===== src/rtl/aim_arrow_ctrl.sv =====
// -----------------------------------------------------------------------------
// aim_arrow_ctrl
//   Aim-position controller for the bowling lane. Decodes the PS/2 scan-code
//   stream (including F0 break and E0 extended prefixes), tracks which of the
//   left/right keys are held, steps the aim position once per press and then
//   auto-repeats on the tick timebase while exactly one key stays held.
//   Ends either saturate or wrap depending on WRAP. lock freezes the position
//   while the ball is in flight; recenter snaps it back to CENTER.
//
// Ports
//   CLOCK_50    in   system clock, all logic on posedge
//   reset       in   synchronous active-high reset
//   scan_code   in   PS/2 byte from the keyboard receiver
//   scan_valid  in   one-cycle strobe qualifying scan_code
//   tick        in   one-cycle auto-repeat timebase strobe
//   lock        in   high freezes x_pos
//   recenter    in   one-cycle pulse forcing x_pos to CENTER
//   x_pos       out  current aim position, 0..NUM_POS-1
//   at_left     out  x_pos == 0
//   at_right    out  x_pos == NUM_POS-1
//   moved       out  one-cycle pulse after x_pos changed by a step
//   held        out  {right_held, left_held}
// -----------------------------------------------------------------------------
module aim_arrow_ctrl #(
    parameter int         NUM_POS      = 10,
    parameter int         POS_W        = 4,
    parameter int         CENTER       = 5,
    parameter logic [7:0] LEFT_CODE    = 8'h1C,
    parameter logic [7:0] RIGHT_CODE   = 8'h23,
    parameter int         REPEAT_DELAY = 8,
    parameter int         REPEAT_RATE  = 3,
    parameter int         WRAP         = 0
) (
    input  logic             CLOCK_50,
    input  logic             reset,
    input  logic [7:0]       scan_code,
    input  logic             scan_valid,
    input  logic             tick,
    input  logic             lock,
    input  logic             recenter,
    output logic [POS_W-1:0] x_pos,
    output logic             at_left,
    output logic             at_right,
    output logic             moved,
    output logic [1:0]       held
);

    localparam logic [POS_W-1:0] LAST_POS   = POS_W'(NUM_POS - 1);
    localparam logic [POS_W-1:0] CENTER_POS = POS_W'(CENTER);
    localparam int               CNT_MAX    = (REPEAT_DELAY > REPEAT_RATE) ? REPEAT_DELAY : REPEAT_RATE;
    localparam int               CNT_W      = $clog2(CNT_MAX + 1);
    localparam logic [CNT_W-1:0] DELAY_LD   = CNT_W'(REPEAT_DELAY);
    localparam logic [CNT_W-1:0] RATE_LD    = CNT_W'(REPEAT_RATE);
    localparam logic [CNT_W-1:0] CNT_ONE    = CNT_W'(1);

    // One step left or right, saturating or wrapping at the ends. The end
    // positions are tested before any add/subtract so no intermediate value
    // ever leaves the 0..NUM_POS-1 range.
    function automatic logic [POS_W-1:0] step_pos(input logic [POS_W-1:0] x,
                                                  input logic             go_right);
        logic [POS_W-1:0] r;
        if (go_right) begin
            if (x == LAST_POS) r = (WRAP != 0) ? '0 : x;
            else               r = x + POS_W'(1);
        end else begin
            if (x == '0)       r = (WRAP != 0) ? LAST_POS : x;
            else               r = x - POS_W'(1);
        end
        return r;
    endfunction

    logic             brk_pend, ext_pend;
    logic [CNT_W-1:0] rep_cnt;

    logic             brk_nxt, ext_nxt;
    logic [1:0]       held_nxt;
    logic             press_l, press_r;
    logic             one_held;
    logic             do_step;
    logic [POS_W-1:0] x_step;
    logic [POS_W-1:0] x_nxt;
    logic [CNT_W-1:0] rep_nxt;
    logic             moved_nxt;

    // Scan-code decoder: prefixes only arm flags; any other byte consumes them.
    always_comb begin
        brk_nxt  = brk_pend;
        ext_nxt  = ext_pend;
        held_nxt = held;
        press_l  = 1'b0;
        press_r  = 1'b0;
        if (scan_valid) begin
            if (scan_code == 8'hF0) begin
                brk_nxt = 1'b1;
            end else if (scan_code == 8'hE0) begin
                ext_nxt = 1'b1;
            end else begin
                brk_nxt = 1'b0;
                ext_nxt = 1'b0;
                if (!ext_pend) begin
                    if (brk_pend) begin
                        if (scan_code == LEFT_CODE)  held_nxt[0] = 1'b0;
                        if (scan_code == RIGHT_CODE) held_nxt[1] = 1'b0;
                    end else begin
                        // Typematic re-sends of a held key are not new presses.
                        if (scan_code == LEFT_CODE && !held[0]) begin
                            held_nxt[0] = 1'b1;
                            press_l     = 1'b1;
                        end
                        if (scan_code == RIGHT_CODE && !held[1]) begin
                            held_nxt[1] = 1'b1;
                            press_r     = 1'b1;
                        end
                    end
                end
            end
        end
    end

    // With exactly one key held, its bit alone gives the step direction.
    assign one_held = held_nxt[0] ^ held_nxt[1];
    assign x_step   = step_pos(x_pos, held_nxt[1]);

    // Step / auto-repeat decision. A press outranks a coincident tick, and a
    // recenter outranks any step in the same cycle.
    always_comb begin
        x_nxt     = x_pos;
        rep_nxt   = rep_cnt;
        moved_nxt = 1'b0;
        do_step   = 1'b0;
        if (lock || !one_held) begin
            rep_nxt = '0;
        end else if (press_l || press_r) begin
            rep_nxt = DELAY_LD;
            do_step = 1'b1;
        end else if (tick) begin
            if (rep_cnt == CNT_ONE) begin
                rep_nxt = RATE_LD;
                do_step = 1'b1;
            end else if (rep_cnt != '0) begin
                rep_nxt = rep_cnt - CNT_ONE;
            end else begin
                // Counter idle with one key held (after lock or a release of
                // the other key): restart the delay without stepping.
                rep_nxt = DELAY_LD;
            end
        end
        if (do_step) begin
            x_nxt     = x_step;
            moved_nxt = (x_step != x_pos);
        end
        if (recenter) begin
            x_nxt     = CENTER_POS;
            moved_nxt = 1'b0;
            if (!lock && one_held) rep_nxt = DELAY_LD;
        end
    end

    always_ff @(posedge CLOCK_50) begin
        if (reset) begin
            x_pos    <= CENTER_POS;
            held     <= 2'b00;
            brk_pend <= 1'b0;
            ext_pend <= 1'b0;
            rep_cnt  <= '0;
            moved    <= 1'b0;
        end else begin
            x_pos    <= x_nxt;
            held     <= held_nxt;
            brk_pend <= brk_nxt;
            ext_pend <= ext_nxt;
            rep_cnt  <= rep_nxt;
            moved    <= moved_nxt;
        end
    end

    assign at_left  = (x_pos == '0);
    assign at_right = (x_pos == LAST_POS);

endmodule


===== config.mk =====
export PLATFORM = sky130hd
export DESIGN_NAME = aim_arrow_ctrl
export DESIGN_NICKNAME = d
export VERILOG_FILES = /design/src/rtl/aim_arrow_ctrl.sv
export SDC_FILE = /design/constraint.sdc
export NUM_CORES = 1
export LEC_CHECK = 0
export ABC_AREA = 1
export BUFFER_PORTS_ARGS = -buffer_cell sky130_fd_sc_hd__buf_4
export CAP_MARGIN = 10
export CORE_MARGIN = 1
export CORE_UTILIZATION = 53
export CTS_CLUSTER_DIAMETER = 60
export DETAILED_ROUTE_END_ITERATION = 7
export GPL_TIMING_DRIVEN = 0
export PLACE_DENSITY = 0.84
export SYNTH_ARGS = -nofsm -noshare
export SYNTH_HDL_FRONTEND = slang
export SYNTH_SLANG_ARGS = --single-unit

===== constraint.sdc =====
create_clock -name CLOCK_50 -period 1.65 [get_ports CLOCK_50]
set_input_delay 0.0825 -clock CLOCK_50 [delete_from_list [all_inputs] [get_ports CLOCK_50]]
set_output_delay 0.0825 -clock CLOCK_50 [all_outputs]
set_load 0.01 [all_outputs]

==> results of run 1 <==
## per-layer routing
| metal | share of wire [%] | GRT usage, % |
|---|---|---|
| met4 | 0.89 | 8.57 |
| met2 | 53 | 46.9 |
| met1 | 42 | 26.5 |
| met5 | 0 | 0 |
| met3 | 4.6 | 4.71 |
## through the flow
stage          util, %  instances  setup WS [ps]  power, uW  hold slack, ps
2_1_floorplan        -        161           29.5        366             155
3_3_place_gp      69.7        208          -21.6        401             289
3_5_place_dp      69.7        208          -63.6        404             292
4_1_cts           72.1        213           33.3        608            76.1
5_1_grt           74.0        216          -18.5        639            90.0
6_report          74.0        216            128        609            85.5
## layout make-up
cell class	instances	area share, %
multi-input cells	122	53.0
flip-flops and latches	13	20.0
repair buffers	26	14.8
inverters	26	7.88
well taps	25	2.35
clock buffers	4	1.97
## cells by family after synthesis
group / Yosys count / share of synthesized area, %
AOI/OAI and AO/OA: 15 / 8.63
xor gates and xnor gates: 6 / 4.96
adders and majority gates: 3 / 3.55
buffers and inverters: 26 / 9.46
DFF: 13 / 24.6
and+or+nand+nor: 98 / 48.8
## cells in the mapped netlist (2+ instances only)
cell type / instances / area share (%)
nand3b_1: 2 / 1.4
a21oi_1: 5 / 2.4
ha_1: 3 / 3.5
nor2_2: 2 / 1.2
dfxtp_1: 13 / 25
nor2_4: 2 / 2.1
nor2_1: 22 / 7.8
nand2_4: 4 / 4.3
nand3_1: 12 / 5.7
inv_2: 3 / 1.1
nor3_1: 2 / 0.95
inv_1: 22 / 7.8
xor2_1: 5 / 4.1
nand2_2: 5 / 3.0
o21ai_0: 7 / 3.3
nand2_1: 39 / 14
nand3_2: 2 / 1.9
## worst max-delay path: stages, from the launching register on
cell     delay (ps)
dfxtp_4         360
buf_4           160
ha_1            200
nand2_1         100
xor2_1          180
nand2_1          80
nand2_1          90
inv_1            50
nand3_1          80
nand3_1          80
## timing repair
item / in CTS / in global routing
hold buffers: 1 / 0
pin swaps: 0 / 1
gates resized for setup: 2 / 9
setup endpoints to repair: 2 / 3
endpoints found under the hold margin: 3 / 0
setup buffers: 0 / 3
## power by group
group | switching [uW] | internal, uW | leakage [uW]
clock network | 118 | 93.8 | 0.0000150
logic | 43.3 | 37.3 | 0.000553
registers | 2.28 | 314 | 0.000106
## state kept, by name, summed over array words and instances (netlist names)
name	count
moved	1
rep_cnt	4
held	2
x_pos	4
brk_pend	1
ext_pend	1
## worst paths after layout
path / from / to / cells after the start
setup reg to reg: x_pos[0]$_SDFFE_PP1P_ / x_pos[0]$_SDFFE_PP1P_ / 9
hold reg to reg: rep_cnt[2]$_SDFF_PP0_ / rep_cnt[2]$_SDFF_PP0_ / 2
setup / recovery: x_pos[0]$_SDFFE_PP1P_ / x_pos[0]$_SDFFE_PP1P_ / 9
hold / removal: scan_valid / ext_pend$_SDFFE_PP0P_ / 3
==> results.md, run 1 <==
- Hold Crit Class: in2reg
- Syn Area/Cell: 6.57 um^2
- Area delta synth->final: 26.0%
- Initial antenna violation count: 0
- Clock-pin slew on the worst setup and hold paths: 90 ps
- Max Slew Vio Count: 0
- Number of vias per cell: 5.05
- Rel. slew slack: 67.1%
- Cell count after synthesis: 161
- DRT antenna net count: 0
- Core Area: 1800 um^2
- Leak: 0.000674 uW
- Antenna cell count: 0
- F_max: 657 MHz
- Clock tree buffer depth: 2
- Vias: 1090
- Remaining global-route overflow: 0
- Worst slew pin tran: 491 ps
- DRT iter0 DRCs: 26
- Pre-antenna DRT Iters: 4
- Crit Path Category: reg2reg
- Total CTS buffers: 3
- Die ar.: 2180 um^2
- Yosys reg bits: 13
- Clock sinks: 13
- H-tree lvl count: 1
- Hold Fails Final Rpt: 0
- # IOs: 23
- Die X: 46.7 um
- Row count: 15
- Maximum vdd drop: 351 uV
- Most frequent cells in the layout: nand2_1, buf_4, nor2_1
- Post-Syn Nets: 178
- First-pass GRT wire length: 3.76 mm
- Final Cycle Share: 92.2%
- Total GRT Usage: 24.7%
- Commonest non-fill, non-tap cell in the layout: nand2_1
- Multi-input logic area: 707 um^2
- Worst endpoint required time: 1810 ps
- DR DRC count: 0
- Finish-stage setup viols: 0
- Wire per inst: 11.4 um
- Final wirelength: 2.47 mm
- Minimum clock period: 1520 ps
- EDFF count, synth: 0
- CTS tree: built
- Post-synthesis sequential area ratio: 24.6%
- Die Ht: 46.7 um
- Cell Pwr Density: 456 nW/um^2
- Synth async-reset ratio: 0%
- TNS Setup: 0 ps
- CP max FO: 7
- CP Capture Type: flip-flop
- Cell area after synthesis: 1060 um^2
- Most used flip-flop cell after synthesis: dfxtp_1
- Worst clock skew: 5.35 ps
- Starting density of the core: 58.7%
- Worst skew pair latency: 280 ps
- Placed inst area: 1250 um^2
- Reg2reg setup slack: 130 ps
- Dpl hpwl: 1.86 mm
- Synth cell types: 28
- Clk root buf: clkbuf_4
- Fill cells: 158
- Gpl congestion: 0.868
- Critical Path Source Type: flip-flop
- I/O Buffers: 22
- Finished Cell Area: 1330 um^2
- Number of global-route vias before repair: 931
- Worst Path Arrival: 1680 ps
- Nets: 209
- Largest net degree at the start of global routing: 9
- Seq. cell area: 267 um^2
- Syn. warnings: 0
- Status: finished clean
- Layout cells sized above 1: 31.4%
- Max cap viols: 0
Note: power is estimated with default switching activity, not from simulation.
==> run 2: changes to the inputs <==
--- a/config.mk
+++ b/config.mk
@@ -10,6 +10,7 @@
 export CAP_MARGIN = 10
 export CORE_MARGIN = 1
 export CORE_UTILIZATION = 53
+export CTS_BUF_LIST = sky130_fd_sc_hd__clkbuf_16
 export CTS_CLUSTER_DIAMETER = 60
 export DETAILED_ROUTE_END_ITERATION = 7
 export GPL_TIMING_DRIVEN = 0
==> results.md, run 2 (same netlist as run 1, synthesis figures left out) <==
- Status: finished clean
- I/O Buffers: 22 (unchanged)
- Worst hold slack after final layout: 40.4 ps (-45.1 ps)
- Cells on worst reg2reg path: 10 (+1)
- Combinational fraction of design power: 9.3% (-3.9 points)
- Leak: 0.000708 uW (+5.1%)
- Maximum vdd drop: 608 uV (+73%)
- CTS tree: built
- Finish-stage setup viols: 0 (unchanged)
- F_max: 633 MHz (-3.6%)
- Area delta synth->final: 31.0%
- Clock-pin slew on the worst setup and hold paths: 50 ps (-40 ps)
- Clock sinks: 13 (unchanged)
- Worst clock skew: 1.07 ps (-4.29 ps)
- Number of vias per cell: 4.97 (-1.6%)
- Crit Path Category: reg2reg
- Net Sw Frac: 21.1% (-5.8 points)
- Pre-antenna DRT Iters: 4 (unchanged)
- Sw Pwr: 179 uW (+9.7%)
- Initial antenna violation count: 0 (unchanged)
- # IOs: 23 (unchanged)
- Worst r2r src: x_pos[1]$_SDFFE_PP0P_
- Core Area: 1800 um^2 (unchanged)
- Clock tree buffer depth: 2 (unchanged)
- First-pass GRT wire length: 3.86 mm (+2.6%)
- Largest regs: rep_cnt (4), x_pos (4), held (2)
- DR DRC count: 0 (unchanged)
- Antenna cell count: 0 (unchanged)
- Dpl hpwl: 1.86 mm (unchanged)
- Clock power share: 53.3% (+18 points)
- Crit path largest cell delay: 340 ps (-20 ps)
- Rel. slew slack: 67.6% (+0.48 points)
- Worst-path cell chain: inv_2, ha_2, inv_2, nor3_4, xor2_1, nand2_1, nand2_1, inv_1, nand3_1, nand3_1
- Final worst setup slack: 71.3 ps (-57.1 ps)
- Largest net degree at the start of global routing: 9 (unchanged)
- CP Capture Type: flip-flop
- Final wirelength: 2.53 mm (+2.6%)
- Hold Fails Final Rpt: 0 (unchanged)
- Vias: 1078 (-1.1%)
- Die Ht: 46.7 um (unchanged)
- Internal: 671 uW (+51%)
- Worst flop-to-flop path endpoint: x_pos[0]$_SDFFE_PP1P_
- Die X: 46.7 um (unchanged)
- Cell Pwr Density: 613 nW/um^2 (+34%)
- Total GRT Usage: 25.7% (+1.0 points)
- DRT iter0 DRCs: 14 (-46%)
- Hold Crit Class: in2reg
- Min-delay src: reset
- Most frequent cells in the layout: nand2_1, buf_4, nor2_1
- Worst endpoint required time: 1750 ps (-60 ps)
- CP max-delay cell: dfxtp_2
- Worst skew pair latency: 240 ps (-40 ps)
- Minimum clock period: 1580 ps (+57.1 ps)
- Number of global-route vias before repair: 950 (+2.0%)
- Worst slew pin tran: 484 ps (-7.25 ps)
- Clk root buf: clkbuf_16
- Max cap viols: 0 (unchanged)
- Worst Path Arrival: 1680 ps (about the same)
- Sink of the worst hold path: held[0]$_SDFF_PP0_
- Reg2reg setup slack: 70 ps (-60 ps)
- Nets: 210 (+0.48%)
- Final Cycle Share: 95.7% (+3.5 points)
- Wire per inst: 11.7 um (+2.1%)
- Gpl congestion: 0.868 (unchanged)
- Layout cells sized above 1: 32.3% (+0.88 points)
- WHS Path Cells: 2 (-1)
- H-tree lvl count: 1 (unchanged)
- Flop pwr share: 37.4% (-15 points)
- DRT antenna net count: 0 (unchanged)
- Total CTS buffers: 3 (unchanged)
- Die ar.: 2180 um^2 (unchanged)
- Row count: 15 (unchanged)
- Remaining global-route overflow: 0 (unchanged)
- Commonest non-fill, non-tap cell in the layout: nand2_1
- Starting density of the core: 58.7% (unchanged)
- Max Slew Vio Count: 0 (unchanged)
- Critical Path Source Type: flip-flop
- Pre-CTS WS: -63.6 ps (unchanged)
- CP max FO: 5 (-2)
-- run 2: changes by cell type in the layout (fill, tap and decap cells not counted), sizes merged --
cell         before  now
buf              25   27
clkbuf            4    3
dlygate4sd3       1    0
inv              26   27
-- run 2: worst max-delay path: cells and delay by family, from the launching register on --
family | cells | cell delay, ps
simple gates | 5 | 550
flops | 1 | 340
fa+ha+maj | 1 | 170
xor+xnor | 1 | 190
buf+inv | 3 | 190
-- run 2: through the flow --
| step | power [uW] | TNS, ps | cell area (um^2) | utilization (%) | std cells |
|---|---|---|---|---|---|
| 2_1_floorplan | 366 | 0 | 1060 | - | 161 |
| 3_3_place_gp | 401 | -21.6 | 1250 | 69.7 | 208 |
| 3_5_place_dp | 404 | -63.6 | 1250 | 69.7 | 208 |
| 4_1_cts | 859 | 0 | 1340 | 74.4 | 212 |
| 5_1_grt | 886 | -41.3 | 1390 | 76.9 | 217 |
| 6_report | 850 | 0 | 1390 | 76.9 | 217 |
-- run 2: power groups by stage --
stage,Combinational [uW],Sequential (uW),Clock (uW)
after floorplan,40.5,325,0
after global placement,75.2,326,0
after detailed placement,78.5,326,0
after CTS,79.9,320,459
after global routing,89.3,318,478
final,79.4,318,453
-- run 2: timing repair --
| item | CTS | global route |
|---|---|---|
| buffers inserted | 0 | 5 |
| resized for setup | 2 | 7 |
| pin swaps | 0 | 2 |
| gates cloned | 0 | 0 |
| hold buffers | 0 | 0 |
| endpoints found under the setup margin | 1 | 3 |
-- run 2: final cells by class --
class	count	area, um^2
Multi-Input combinational cell	122	707
Fill cell	141	415
Sequential cell	13	267
Timing Repair Buffer	27	203
Inverter	26	100
Clock buffer	3	75.1
Tap cell	25	31.3
Clock inverter	1	3.75
-- run 2: how the worst max path moves through the flow --
stage                                      from  slack [ps]                     to
after detailed placement  x_pos[0]$_SDFFE_PP1P_         -60  x_pos[0]$_SDFFE_PP1P_
after global placement    x_pos[0]$_SDFFE_PP1P_         -20  x_pos[0]$_SDFFE_PP1P_
after global routing      x_pos[1]$_SDFFE_PP0P_         -40  x_pos[0]$_SDFFE_PP1P_
final                     x_pos[1]$_SDFFE_PP0P_          70  x_pos[0]$_SDFFE_PP1P_
after CTS                 x_pos[0]$_SDFFE_PP1P_          40  x_pos[0]$_SDFFE_PP1P_
after floorplan           x_pos[0]$_SDFFE_PP1P_          30  x_pos[0]$_SDFFE_PP1P_
-- run 2: layer usage --
metal	global-route usage (%)	up-vias	routed length, um
met3	5.10	6	89
met1	25.8	481	1040
met5	0	-	0
met2	49.7	24	1350
li1	-	567	-
met4	11.4	0	57
